<file path="config.mk">
export PLATFORM = sky130hd
export DESIGN_NAME = yuv422_to_rgb_stream
export DESIGN_NICKNAME = d
export VERILOG_FILES = /design/src/rtl/yuv422_to_rgb_stream.sv
export SDC_FILE = /design/constraint.sdc
export NUM_CORES = 1
export LEC_CHECK = 0
export BUFFER_PORTS_ARGS = -buffer_cell sky130_fd_sc_hd__buf_2
export CAP_MARGIN = 20
export CORE_UTILIZATION = 58
export CTS_CLUSTER_DIAMETER = 30
export DETAILED_ROUTE_END_ITERATION = 6
export PLACE_DENSITY = 0.79
export SETUP_SLACK_MARGIN = 0.4
export SYNTH_ARGS = -nofsm -noshare
export SYNTH_HDL_FRONTEND = slang
export SYNTH_SLANG_ARGS = --single-unit
</file>
<file path="constraint.sdc">
create_clock -name aclk -period 6.3 [get_ports aclk]
set_clock_uncertainty 0.2 [all_clocks]
set_input_delay 0 -clock aclk [delete_from_list [all_inputs] [get_ports aclk]]
set_output_delay 0 -clock aclk [all_outputs]
set_load 0.01 [all_outputs]
</file>
<file path="src/rtl/yuv422_to_rgb_stream.sv">
// YUYV 4:2:2 AXI4-Stream to RGB AXI4-Stream converter (inverse BT.601, full range).
// Chroma terms are computed once per pair and queued; the output stage emits pixel0 then pixel1.
module yuv422_to_rgb_stream #(
  parameter int DATA_WIDTH = 8
) (
  input  logic                      aclk,
  input  logic                      areset,
  input  logic [2*DATA_WIDTH-1:0]   s_axis_tdata,
  input  logic                      s_axis_tvalid,
  output logic                      s_axis_tready,
  input  logic                      s_axis_tuser,
  input  logic                      s_axis_tlast,
  output logic [3*DATA_WIDTH-1:0]   m_axis_tdata,
  output logic                      m_axis_tvalid,
  input  logic                      m_axis_tready,
  output logic                      m_axis_tuser,
  output logic                      m_axis_tlast,
  output logic                      resync_err,
  output logic                      dbg_phase
);

  localparam int DW = DATA_WIDTH;
  localparam int PW = DATA_WIDTH + 10;
  localparam int TW = DATA_WIDTH + 2;
  localparam logic [DW-1:0] OFFSET = {1'b1, {(DW-1){1'b0}}};
  localparam logic [DW-1:0] MAXV = '1;
  localparam logic signed [PW-1:0] K_RV = 359;
  localparam logic signed [PW-1:0] K_GU = 88;
  localparam logic signed [PW-1:0] K_GV = 183;
  localparam logic signed [PW-1:0] K_BU = 454;

  typedef enum logic {EVEN = 1'b0, ODD = 1'b1} phase_t;

  typedef struct packed {
    logic [DW-1:0]        y0;
    logic [DW-1:0]        y1;
    logic signed [TW-1:0] tr;
    logic signed [TW-1:0] tg;
    logic signed [TW-1:0] tb;
    logic                 user;
    logic                 last;
    logic                 lone;
  } pair_t;

  // Handshake: a beat moves on either side only on a cycle where tvalid & tready are both high.
  phase_t             r_phase, w_phase_nxt;
  logic               r_run;
  logic [DW-1:0]      r_y0, r_u;
  logic               r_user;
  pair_t              r_fifo [2];
  logic               r_wr_ptr, r_rd_ptr;
  logic [1:0]         r_count;
  logic               r_out_valid, r_out_user, r_out_last, r_pix_sel;
  logic [3*DW-1:0]    r_out_data;
  logic               r_resync;

  logic [DW-1:0]        w_in_y, w_in_c, w_pu, w_pv, w_y_sel;
  logic                 w_in_fire, w_as_even, w_push, w_pop, w_resync;
  logic                 w_out_free, w_load;
  logic signed [PW-1:0] w_du, w_dv, w_pr, w_pg, w_pb;
  pair_t                w_new, w_head;

  function automatic logic [DW-1:0] sat_add(input logic [DW-1:0] y,
                                            input logic signed [TW-1:0] t);
    logic signed [TW-1:0] s;
    s = $signed({2'b00, y}) + t;
    if (s < 0) return '0;
    else if (s > $signed({2'b00, MAXV})) return MAXV;
    else return s[DW-1:0];
  endfunction

  assign w_in_y    = s_axis_tdata[DW-1:0];
  assign w_in_c    = s_axis_tdata[2*DW-1:DW];
  assign w_in_fire = s_axis_tvalid & s_axis_tready;
  // A start-of-frame beat always restarts the pair, whatever phase we are in.
  assign w_as_even = (r_phase == EVEN) | s_axis_tuser;
  assign w_push    = w_in_fire & (~w_as_even | s_axis_tlast);
  assign w_resync  = w_in_fire & (r_phase == ODD) & s_axis_tuser;

  always_ff @(posedge aclk or posedge areset) begin
    if (areset) r_phase <= EVEN;
    else        r_phase <= w_phase_nxt;
  end

  always_comb begin
    w_phase_nxt = r_phase;
    if (w_in_fire) begin
      if (w_as_even && !s_axis_tlast) w_phase_nxt = ODD;
      else                            w_phase_nxt = EVEN;
    end
  end

  // A lone pixel at end of line uses neutral V.
  assign w_pu = w_as_even ? w_in_c : r_u;
  assign w_pv = w_as_even ? OFFSET : w_in_c;
  assign w_du = PW'(w_pu) - PW'(OFFSET);
  assign w_dv = PW'(w_pv) - PW'(OFFSET);
  assign w_pr = w_dv * K_RV;
  assign w_pg = -(w_du * K_GU) - (w_dv * K_GV);
  assign w_pb = w_du * K_BU;

  always_comb begin
    w_new      = '0;
    w_new.y0   = w_as_even ? w_in_y : r_y0;
    w_new.y1   = w_in_y;
    w_new.tr   = TW'(w_pr >>> 8);
    w_new.tg   = TW'(w_pg >>> 8);
    w_new.tb   = TW'(w_pb >>> 8);
    w_new.user = w_as_even ? s_axis_tuser : r_user;
    w_new.last = s_axis_tlast;
    w_new.lone = w_as_even;
  end

  assign w_head     = r_fifo[r_rd_ptr];
  assign w_out_free = ~r_out_valid | m_axis_tready;
  assign w_load     = w_out_free & (r_count != 2'd0);
  assign w_pop      = w_load & (r_pix_sel | w_head.lone);
  assign w_y_sel    = r_pix_sel ? w_head.y1 : w_head.y0;

  always_ff @(posedge aclk or posedge areset) begin
    if (areset) begin
      r_run    <= 1'b0;
      r_y0     <= '0;
      r_u      <= '0;
      r_user   <= 1'b0;
      r_resync <= 1'b0;
    end else begin
      r_run <= 1'b1;
      if (w_in_fire && w_as_even) begin
        r_y0   <= w_in_y;
        r_u    <= w_in_c;
        r_user <= s_axis_tuser;
      end
      if (w_resync) r_resync <= 1'b1;
    end
  end

  always_ff @(posedge aclk or posedge areset) begin
    if (areset) begin
      for (int i = 0; i < 2; i++) r_fifo[i] <= '0;
      r_wr_ptr <= 1'b0;
      r_rd_ptr <= 1'b0;
      r_count  <= 2'd0;
    end else begin
      if (w_push) begin
        r_fifo[r_wr_ptr] <= w_new;
        r_wr_ptr         <= ~r_wr_ptr;
      end
      if (w_pop) r_rd_ptr <= ~r_rd_ptr;
      r_count <= r_count + {1'b0, w_push} - {1'b0, w_pop};
    end
  end

  always_ff @(posedge aclk or posedge areset) begin
    if (areset) begin
      r_out_valid <= 1'b0;
      r_out_data  <= '0;
      r_out_user  <= 1'b0;
      r_out_last  <= 1'b0;
      r_pix_sel   <= 1'b0;
    end else if (w_out_free) begin
      r_out_valid <= w_load;
      if (w_load) begin
        r_out_data <= {sat_add(w_y_sel, w_head.tr), sat_add(w_y_sel, w_head.tg),
                       sat_add(w_y_sel, w_head.tb)};
        r_out_user <= ~r_pix_sel & w_head.user;
        r_out_last <= w_head.last & (r_pix_sel | w_head.lone);
        r_pix_sel  <= ~w_pop;
      end
    end
  end

  // Ready depends only on registered occupancy, never on m_axis_tready.
  assign s_axis_tready = r_run & (r_count != 2'd2);
  assign m_axis_tdata  = r_out_data;
  assign m_axis_tvalid = r_out_valid;
  assign m_axis_tuser  = r_out_user;
  assign m_axis_tlast  = r_out_last;
  assign resync_err    = r_resync;
  assign dbg_phase     = r_phase;

endmodule

</file>
==> summary.md <==
| Metric | Value |
|---|---|
| Status | `finished with violations` |
| Violations in the final reports | `design-rule violations, negative setup slack` |
| Num CTS Buffers | `17` |
| Area share of the largest cell type after synthesis | `28.79%` |
| HPWL Detailed | `22110 um` |
| Crit path buf inv count | `7` |
| Maximum clock path buffer count | `2` |
| Via count of the first global-routing pass | `9999` |
| Final cell utilization of the core | `70.11%` |
| Routed length per placed instance | `17.85 um` |
| Pin count of the biggest net entering global routing | `96` |
| Hold WC Path Type | `in2reg` |
| Sum of negative setup slack | `-1.028 ns` |
| Die outline height | `151.9 um` |
| Antenna Cells | `0` |
| Initial Utilization | `59.37%` |
| Maximum fanout count along the critical path | `5` |
| Hold violation count in the final report | `0` |
| Synthesized flop and latch total | `150` |
| Clock root buffer master | `sky130_fd_sc_hd__clkbuf_16` |
| Core area | `21960 um2` |
| Sort of element at the start of the critical path | `flop` |
| Synth Warn # | `0` |
| Syn Nets | `1585` |
| Final WS setup | `-0.1552 ns` |
| FFs w/ async S/R, synth | `100.0%` |
| Post-layout nets | `1700` |
| Post-route clock period utilization | `102.5%` |
| TritonCTS clock tree | `done` |
| Pins over their slew limit | `0` |
| Syn Inst Count | `1299` |
| Final antenna-violating net count | `0` |
| Startpoint of the most critical setup path | `dbg_phase` |
| Top cells by area in the synthesized netlist | `sky130_fd_sc_hd__dfrtp_1 29%, sky130_fd_sc_hd__ha_1 18%, sky130_fd_sc_hd__fa_1 12%, sky130_fd_sc_hd__mux2_2 7.4%, sky130_fd_sc_hd__inv_1 5.1%` |
| Launch point of the worst reg-to-reg path | `dbg_phase` |
| Global router's overall resource usage | `27.47%` |
| CP Capture Type | `flop` |
| Most used cell, CP | `sky130_fd_sc_hd__fa_1` |
| F_max | `154.9 MHz` |
| Global-route wire length before repair | `50280 um` |
| Share of cells above drive strength 1 | `23.55%` |
| Die W | `151.9 um` |
| Unrepaired setup endpoints after global routing | `true` |
| Number of detailed-route iterations in the first pass | `7` |
| Relative area change from synthesis to final layout | `18.08%` |
| CTS H-tree depth | `4` |
| DR vias/cell | `5.617` |
| Required time of the worst setup path | `6.41 ns` |
| Most common cell in the netlist | `sky130_fd_sc_hd__ha_1` |
| Kind of cell adding the most delay to the critical path | `adder cells` |
| Distinct cell type count after synthesis | `64` |
| Final critical delay including setup and external delays | `6.455 ns` |
| Final weighted congestion in routability-driven placement | `0.9203` |
| Number of ports placed on the die boundary | `52` |
| Path type of the worst setup path | `reg2reg` |
| Site row count | `54` |
| Worst hold slack across all endpoints | `0.002458 ns` |
| Post-Synthesis Cell Area | `13040 um2` |
| Total of max-cap violations | `0` |
| Cell type contributing the most total cell area after synthesis | `sky130_fd_sc_hd__dfrtp_1` |
| Clock transition at path regs | `0.07 ns` |
| Max transition margin | `31.43%` |
| Port Buffers | `51` |
| Worst stage delay on the critical path | `0.52 ns` |
| Start point of the worst min-delay path | `s_axis_tuser` |
| Top cell types by occurrence after synthesis | `184 x sky130_fd_sc_hd__ha_1, 176 x sky130_fd_sc_hd__inv_1, 155 x sky130_fd_sc_hd__nand2_1, 150 x sky130_fd_sc_hd__dfrtp_1, 86 x sky130_fd_sc_hd__mux2_2` |
| DR iter-0 viols | `540` |
| Remaining DRCs | `18` |
| Post-synth EDFFs | `0` |
| Share of the yosys chip area belonging to registers | `28.79%` |
| Aggregate routed wire length | `30470 um` |
| Area enclosed by the die boundary | `23080 um2` |
| Number of setup violations in the final report | `10` |
| Slowest cell on the critical path | `sky130_fd_sc_hd__fa_1` |
| Mean Syn Cell Area | `10.04 um2` |
| Aggregate global routing overflow | `0` |
| Via count of the routed design | `9588` |
| Layout fillers | `1522` |
| Worst-skew pair later-pin latency | `0.43 ns` |
| Top flip-flop cell by instance count after synthesis | `sky130_fd_sc_hd__dfrtp_1` |
| Initial antenna violation count | `0` |
| # clock sinks | `150` |
| Worst-margin pin slew | `1.029 ns` |
| Arrival time at the worst endpoint | `6.57 ns` |
[layout by cell type (no fill, tap or decap), drive strengths merged, types with 2 or more instances in the layout]
cell type      n
nand2        155
nor3b          2
mux2i         25
or3            3
xor2          18
nor3           6
inv          182
o21bai         7
xnor2         57
a21oi         40
nor2          56
nand4          4
fa            80
nor2b          3
mux2          86
ha           184
clkinvlp       4
a21o          21
a211oi         6
clkbuf        18
o21a           8
buf          108
mux4           8
dfrtp        150
o311ai         2
nand3          9
o21ai         80
nand2b        16
o211ai         5
or4            2
and3           5
bufinv         3
dlygate4sd3   21
a31oi         10
or2            8
o31ai          8
o2111ai        2
o41ai          3
clkinv         2
[worst min-delay path, stage by stage]
cell and delay (ns):
sky130_fd_sc_hd__buf_2 0.13, sky130_fd_sc_hd__nor2b_4 0.07, sky130_fd_sc_hd__buf_4 0.21, sky130_fd_sc_hd__o21ai_0 0.17
[cell type report]
cell class	count	area, um2	area share (%)
clock buffer	18	429.2	2.788
clock inverter	14	183.9	1.195
inverter	177	681.9	4.429
multi-input combinational	939	9034	58.68
sequential	150	3755	24.39
tap	280	350.3	2.276
timing repair buffer	129	960.9	6.242
[cell families after synthesis]
family / synth area share, %
flip-flops: 28.79
AND/OR/NAND/NOR: 9.098
multiplexers: 10.73
XOR/XNOR: 5.038
AO/OA/AOI/OAI: 10.14
buffers and inverters: 6.228
adder cells (fa/ha/maj): 29.94
other: 0.02876
[timing repair]
action                                 CTS  global route
hold buffers                            21             0
buffers inserted                         9            15
endpoints found under the hold margin  151             0
pin swaps                               21            28
gates cloned                             1             0
gates resized for setup                 21            35
setup endpoints to repair               18            30
[sequential cells by signal, indices dropped and copies added, names as in the netlist]
name / count
m_axis_tvalid: 1
r_fifo: 98
r_user: 1
r_count: 2
resync_err: 1
r_rd_ptr: 1
m_axis_tdata: 24
r_pix_sel: 1
dbg_phase: 1
m_axis_tuser: 1
r_u: 8
m_axis_tlast: 1
r_run: 1
r_wr_ptr: 1
r_y0: 8
[per-stage QoR]
step	instance area [um2]	worst slack (ns)	cells
after floorplan	13390	-0.09774	1299
final	15390	-0.1552	1707
after detailed placement	14100	-0.1800	1628
after CTS	15150	-0.08452	1691
after global routing	15390	-0.3849	1707
after global placement	14100	0.03111	1628
[routing by layer]
metal	vias to the layer above	part of all wire, %	global-route usage, %
met5	-	0	0
met1	4703	45	36.17
met3	47	4.5	3.879
li1	4576	-	-
met2	262	49	47.73
met4	0	1.8	7.094
[worst paths after layout]
kind / endpoint / slack, ns / cells past startpoint
setup reg to reg: r_fifo[68] / -0.16 / 25
hold / removal: r_fifo[0] / 0.002 / 4
min in group asynchronous: m_axis_tdata[23] / 0.13 / 3
max in group asynchronous: r_u[0] / 4.52 / 4
setup / recovery: r_fifo[68] / -0.16 / 25
hold reg to reg: resync_err / 0.26 / 1
Power is not shown: default switching activity piles up to over one toggle a cycle in this logic, so the estimate is an artifact.
